$ cat src/rtl/mb_pattern_generator_pkg.sv
// Shared definitions for the mainband pattern generator: control words, FSM
// encoding, LFSR taps, per-lane seeds and burst limits.
package mb_pattern_generator_pkg;

  localparam int LFSR_W = 23;

  localparam logic [1:0] CW_IDLE  = 2'b00;
  localparam logic [1:0] CW_CLEAR = 2'b01;
  localparam logic [1:0] CW_LFSR  = 2'b10;
  localparam logic [1:0] CW_NOP   = 2'b11;

  typedef enum logic [1:0] {
    ST_IDLE    = 2'd0,
    ST_CLEARED = 2'd1,
    ST_RUN     = 2'd2,
    ST_DONE    = 2'd3
  } state_t;

  // x^23+x^21+x^16+x^8+x^5+x^2+1 -> state bits 22,20,15,7,4,1
  localparam logic [LFSR_W-1:0] LFSR_TAPS = 23'h508092;

  localparam logic [LFSR_W-1:0] LANE_SEED [0:15] = '{
    23'h1DBFBC, 23'h0607BB, 23'h1EC760, 23'h18C0DB,
    23'h010F12, 23'h19CFC9, 23'h0277CE, 23'h1BB807,
    23'h2AAAAA, 23'h155555, 23'h3C3C3C, 23'h0F0F0F,
    23'h123456, 23'h654321, 23'h7ABCDE, 23'h000001
  };

  localparam logic [31:0] VALID_BEAT = 32'h0F0F0F0F;

  localparam logic [6:0] LAST_BEAT_1K = 7'd31;
  localparam logic [6:0] LAST_BEAT_4K = 7'd127;

  function automatic logic lfsr_feedback(input logic [LFSR_W-1:0] s);
    return ^(s & LFSR_TAPS);
  endfunction

  function automatic logic [LFSR_W-1:0] lane_seed(input int lane);
    return LANE_SEED[lane[3:0]];
  endfunction

  function automatic logic [6:0] last_beat(input logic burst_4k);
    return burst_4k ? LAST_BEAT_4K : LAST_BEAT_1K;
  endfunction

endpackage

$ cat src/rtl/mb_pattern_generator_lfsr_step32.sv
// Combinational 32-step advance of one lane LFSR; bit 0 of bits_out is the
// first serial bit produced.
module lfsr_step32
  import mb_pattern_generator_pkg::*;
(
  input  logic [LFSR_W-1:0] state_in,
  output logic [31:0]       bits_out,
  output logic [LFSR_W-1:0] state_out
);

  logic [LFSR_W-1:0] work_s;

  // Unrolled serial shifting: output bit 22, feed back into bit 0
  always_comb begin
    work_s   = state_in;
    bits_out = 32'h0;
    for (int i = 0; i < 32; i++) begin
      bits_out[i] = work_s[LFSR_W-1];
      work_s      = {work_s[LFSR_W-2:0], lfsr_feedback(work_s)};
    end
    state_out = work_s;
  end

endmodule

$ cat src/rtl/mb_pattern_generator.sv
// Mainband point-test pattern generator: per-lane PRBS23 data bursts or a
// fixed valid-lane pattern, sequenced by the point-test control word.
module mb_pattern_generator
  import mb_pattern_generator_pkg::*;
#(
  parameter int NUM_LANES = 16,
  parameter int BEAT_W    = 32
) (
  input  logic                          i_clk,
  input  logic                          i_rst_n,
  input  logic [1:0]                    i_cw,
  input  logic                          i_val_pattern_en,
  input  logic                          i_burst_count,
  output logic [NUM_LANES*BEAT_W-1:0]   o_lane_data,
  output logic [BEAT_W-1:0]             o_valid_lane,
  output logic                          o_data_valid,
  output logic                          o_pattern_finished,
  output logic                          o_busy
);

  state_t     state_r, state_nxt_s;
  logic       mode_data_r, mode_data_nxt_s;
  logic       burst_r, burst_nxt_s;
  logic [6:0] cnt_r, cnt_nxt_s;
  logic       emit_s, seed_load_s, lfsr_adv_s, run_req_s;

  logic [NUM_LANES*BEAT_W-1:0] lane_bits_s;

  for (genvar g = 0; g < NUM_LANES; g++) begin : g_lane
    logic [LFSR_W-1:0] lfsr_r;
    logic [LFSR_W-1:0] lfsr_next_s;
    logic [31:0]       bits_s;

    lfsr_step32 u_step (
      .state_in  (lfsr_r),
      .bits_out  (bits_s),
      .state_out (lfsr_next_s)
    );

    // Lane LFSR advances only when a DATA beat is emitted
    always_ff @(posedge i_clk or negedge i_rst_n) begin
      if (!i_rst_n) begin
        lfsr_r <= lane_seed(g);
      end else if (seed_load_s) begin
        lfsr_r <= lane_seed(g);
      end else if (lfsr_adv_s) begin
        lfsr_r <= lfsr_next_s;
      end else begin
        lfsr_r <= lfsr_r;
      end
    end

    assign lane_bits_s[g*BEAT_W +: BEAT_W] = bits_s;
  end

  assign run_req_s = (i_cw == CW_LFSR) || i_val_pattern_en;

  // Next-state, beat emission and latch decisions; CLEAR_LFSR overrides all
  always_comb begin
    state_nxt_s     = state_r;
    mode_data_nxt_s = mode_data_r;
    burst_nxt_s     = burst_r;
    cnt_nxt_s       = cnt_r;
    emit_s          = 1'b0;
    seed_load_s     = 1'b0;
    if (i_cw == CW_CLEAR) begin
      state_nxt_s = ST_CLEARED;
      cnt_nxt_s   = 7'd0;
      seed_load_s = 1'b1;
    end else begin
      case (state_r)
        ST_IDLE, ST_CLEARED: begin
          if (run_req_s) begin
            state_nxt_s     = ST_RUN;
            mode_data_nxt_s = (i_cw == CW_LFSR);
            burst_nxt_s     = i_burst_count;
            cnt_nxt_s       = 7'd0;
            emit_s          = 1'b1;
          end else begin
            state_nxt_s = state_r;
          end
        end
        ST_RUN: begin
          // cnt_r is the index of the beat already on the outputs
          if (cnt_r == last_beat(burst_r)) begin
            state_nxt_s = ST_DONE;
          end else if (i_cw == CW_NOP) begin
            state_nxt_s = ST_RUN;
          end else if (run_req_s) begin
            emit_s    = 1'b1;
            cnt_nxt_s = cnt_r + 7'd1;
          end else begin
            state_nxt_s = ST_IDLE;
          end
        end
        ST_DONE: begin
          if ((i_cw == CW_IDLE) && !i_val_pattern_en) begin
            state_nxt_s = ST_IDLE;
          end else begin
            state_nxt_s = ST_DONE;
          end
        end
        default: begin
          state_nxt_s = ST_IDLE;
        end
      endcase
    end
    lfsr_adv_s = emit_s && mode_data_nxt_s;
  end

  // State and registered outputs
  always_ff @(posedge i_clk or negedge i_rst_n) begin
    if (!i_rst_n) begin
      state_r            <= ST_IDLE;
      mode_data_r        <= 1'b0;
      burst_r            <= 1'b0;
      cnt_r              <= 7'd0;
      o_lane_data        <= '0;
      o_valid_lane       <= '0;
      o_data_valid       <= 1'b0;
      o_pattern_finished <= 1'b0;
      o_busy             <= 1'b0;
    end else begin
      state_r            <= state_nxt_s;
      mode_data_r        <= mode_data_nxt_s;
      burst_r            <= burst_nxt_s;
      cnt_r              <= cnt_nxt_s;
      o_lane_data        <= (emit_s && mode_data_nxt_s) ? lane_bits_s : '0;
      o_valid_lane       <= (emit_s && !mode_data_nxt_s) ? VALID_BEAT : '0;
      o_data_valid       <= emit_s;
      o_pattern_finished <= (state_r == ST_RUN) && (state_nxt_s == ST_DONE);
      o_busy             <= (state_nxt_s == ST_RUN);
    end
  end

endmodule

$ cat config.mk
export PLATFORM = sky130hd
export DESIGN_NAME = mb_pattern_generator
export DESIGN_NICKNAME = d
export VERILOG_FILES = /design/src/rtl/mb_pattern_generator_pkg.sv /design/src/rtl/mb_pattern_generator_lfsr_step32.sv /design/src/rtl/mb_pattern_generator.sv
export SDC_FILE = /design/constraint.sdc
export NUM_CORES = 2
export LEC_CHECK = 0
export BUFFER_PORTS_ARGS = -buffer_cell sky130_fd_sc_hd__clkbuf_2
export CAP_MARGIN = 20
export CORE_MARGIN = 2
export CORE_UTILIZATION = 50
export DETAILED_ROUTE_END_ITERATION = 7
export PLACE_DENSITY = 0.69
export SLEW_MARGIN = 20
export SYNTH_ARGS = -nofsm -noshare
export SYNTH_HDL_FRONTEND = slang
export SYNTH_SLANG_ARGS = --single-unit
export TNS_END_PERCENT = 20
$ cat constraint.sdc
create_clock -name i_clk -period 13.9 [get_ports i_clk]
set_clock_uncertainty 0.2 [all_clocks]
set_input_delay 0.695 -clock i_clk [delete_from_list [all_inputs] [get_ports i_clk]]
set_output_delay 0.695 -clock i_clk [all_outputs]
set_load 0.03 [all_outputs]
==> results.sh <==
export IMPL_status="finished, final reports clean"
export IMPL_critPathRequiredTime_ns=14.31
export IMPL_fin_util_pct=56.3
export IMPL_num_rows=125
export IMPL_drive_gt1_share_pct=18.3
export IMPL_final_setup_viol_count=0
export IMPL_cts_resized=0
export IMPL_clock_latency_ns=0.68
export IMPL_layout_min_cycle_time_ns=5.44
export IMPL_clock_fmax_mhz=184
export IMPL_hold_path_class="in2reg"
export IMPL_synth_seq_area_share_pct=38.7
export IMPL_grtUsageTotal_pct=25.6
export IMPL_syn_area_per_cell_um2=12.3
export IMPL_async_reset_ff_share_pct=100
export IMPL_instances_no_fill=6702
export IMPL_area_growth_pct=11.8
export IMPL_vias_per_cell=5.35
export IMPL_ios=553
export IMPL_cts_htree_levels=3
export IMPL_synth_warnings=0
export IMPL_fin_ws_ns=8.46
export IMPL_routedWlPerCell_um=22.9
export IMPL_arrival_ns=5.85
export IMPL_post_cts_setup_buffers=0
export IMPL_cts_clk_slew_worst_paths_ns=0.06
export IMPL_pre_cts_slack_ns=8.52
export IMPL_n_antenna_cell=0
export IMPL_die_h_um=346
export IMPL_yosys_top_cells_count="xnor2_1 (1292), dfrtp_1 (723), xnor3_1 (445), xor2_1 (440), and3_1 (394)"
export IMPL_worst_setup_path_type="reg2reg"
export IMPL_drv_cap=0
export IMPL_tns_ns=0
export IMPL_cts_buffers=100
export IMPL_die_w_um=346
export IMPL_gp_congestion=0.934
export IMPL_grt_antenna_before_repair=2
export IMPL_route_vias_total=35800
export IMPL_grt_max_degree=284
export IMPL_drt_initial_drc_count=2669
export IMPL_drt_pass1_iter_count=5
export IMPL_critPathCaptureType="register"
export IMPL_r2r_slack_ns=8.46
export IMPL_clock_root_buffer="clkbuf_16"
export IMPL_synthDistinctLibCells=42
export IMPL_ys_ff_latch=895
export IMPL_max_slew_margin_rel_pct=25.0
export IMPL_syn_inst=4769
export IMPL_antenna_left=0
export IMPL_synth_edff_count=0
export IMPL_clock_sinks=895
export IMPL_coreArea_mm2=0.116
export IMPL_syn_area_mm2=0.0585
export IMPL_start_util_pct=50.4
export IMPL_final_nets=5100
export IMPL_drc=0
export IMPL_grt_pass1_vias=37500
export IMPL_grt_ovfl_total=0
export IMPL_synth_most_common_cell="xnor2_1"
export IMPL_tightest_slew_ns=1.13
export IMPL_synth_area_top_cells="dfrtp_1 (31%), xnor2_1 (19%), xnor3_1 (17%)"
export IMPL_layout_worst_path_cycle_share_pct=39.1
export IMPL_critPathMaxFanout=9
export IMPL_yosys_area_top_type="dfrtp_1"
export IMPL_synth_flop_cell="dfrtp_1"
export IMPL_dpl_hpwl_um=108000
export IMPL_cts_tree="built"
export IMPL_place_inst=6513
export IMPL_port_buffers=536
export IMPL_hold_viol=0
export IMPL_drv_slew=0
export IMPL_clk_path_buf_depth=3
export IMPL_wirelength_um=153000
export IMPL_yosysTopAreaCellShare_pct=30.9
export IMPL_grt_pass1_wl_um=238000
export IMPL_rsz0062_at_grt="false"
export IMPL_startpoint_type="register"
export IMPL_dieArea_mm2=0.120
layer usage:
layer  wire length, um  part of all wire (%)  vias to the layer above  GRT usage [%]
met2             72300                    47                     1092           41.0
met1             68200                    45                    18200           36.4
li1                  -                     -                    16300              -
met4              4150                   2.7                        2           7.11
met3              8560                   5.6                      225           3.99
met5                12                0.0078                        -              0
through the flow:
stage	area (um2)	hold WS, ns
6_report	65300	0.169
5_1_grt	65300	0.178
4_1_cts	65300	0.123
3_5_place_dp	61900	0.291
3_3_place_gp	61900	0.282
2_1_floorplan	58500	0.199
final timing paths:
path,from,endpoint,cells past startpoint
hold / removal,i_burst_count,burst_r,3
setup reg to reg,g_lane[11].lfsr_r[6],g_lane[11].lfsr_r[1],10
min in group asynchronous,i_rst_n,o_lane_data[399],2
max in group asynchronous,i_rst_n,o_lane_data[116],5
setup / recovery,g_lane[11].lfsr_r[6],g_lane[11].lfsr_r[1],10
hold reg to reg,g_lane[12].lfsr_r[11],o_lane_data[395],2
flip-flops by register name, summed over array words and instances, names as in the netlist:
register,cells
o_busy,1
o_data_valid,1
o_pattern_finished,1
state_r,2
o_lane_data,512
g_lane.lfsr_r,368
burst_r,1
mode_data_r,1
cnt_r,7
o_valid_lane,1
final cells by class:
class	count	area, um2
Clock inverter	55	502
Tap cell	1524	1910
Multi-Input combinational cell	3519	34400
Inverter	11	41.3
Fill cell	9682	50700
Clock buffer	132	2860
Sequential cell	895	22600
Timing Repair Buffer	566	3010
cell usage in the layout (no fill, tap or decap), types with 3 or more instances in the layout:
cell type,count
a22oi_1,5
xor3_1,89
nor2_1,268
inv_1,11
xnor2_2,18
a22o_1,76
and3_1,394
nand2b_1,5
clkinv_2,25
xnor3_1,445
o21ai_0,111
buf_12,5
xnor3_2,3
dfstp_2,172
nand2_1,128
or2_2,4
xor2_1,440
clkbuf_8,17
xnor2_1,1292
xor2_2,3
clkinv_4,7
conb_1,16
a21oi_1,149
dfrtp_1,723
clkinvlp_4,11
clkbuf_16,103
o22a_1,27
o21ai_1,22
clkbuf_2,535
buf_4,21
clkbuf_1,12
bufinv_16,6
inv_6,6
kinds of logic (layout without fill, tap and decap cells):
logic type      after synthesis  count (layout)  share of synthesized area (%)
other cells                   1              16                        0.00641
simple gates                809             809                           6.94
xor+xnor                   2293            2293                           47.5
buf+inv                     370             764                           2.66
compound gates              400             400                           4.15
fa+ha+maj                     1               1                         0.0214
flops                       895             895                           38.7
worst max-delay path, cell delays in order (launching register included):
cell     delay, ns
dfrtp_1       0.50
xnor2_1       0.48
xnor3_1       0.64
xor2_1        0.91
xnor2_1       0.33
xor3_1        0.66
xnor3_1       0.44
xnor2_1       0.38
xnor2_1       0.23
xnor3_1       0.46
a21oi_1       0.15
timing repair:
action,4_1_cts,5_1_grt
setup endpoints to repair,0,0
endpoints found under the hold margin,77,0
hold buffers,1,0
Power is left out: the tool's default activity adds up to more than one toggle a clock period on the data nets, which glitch-free logic cannot reach.
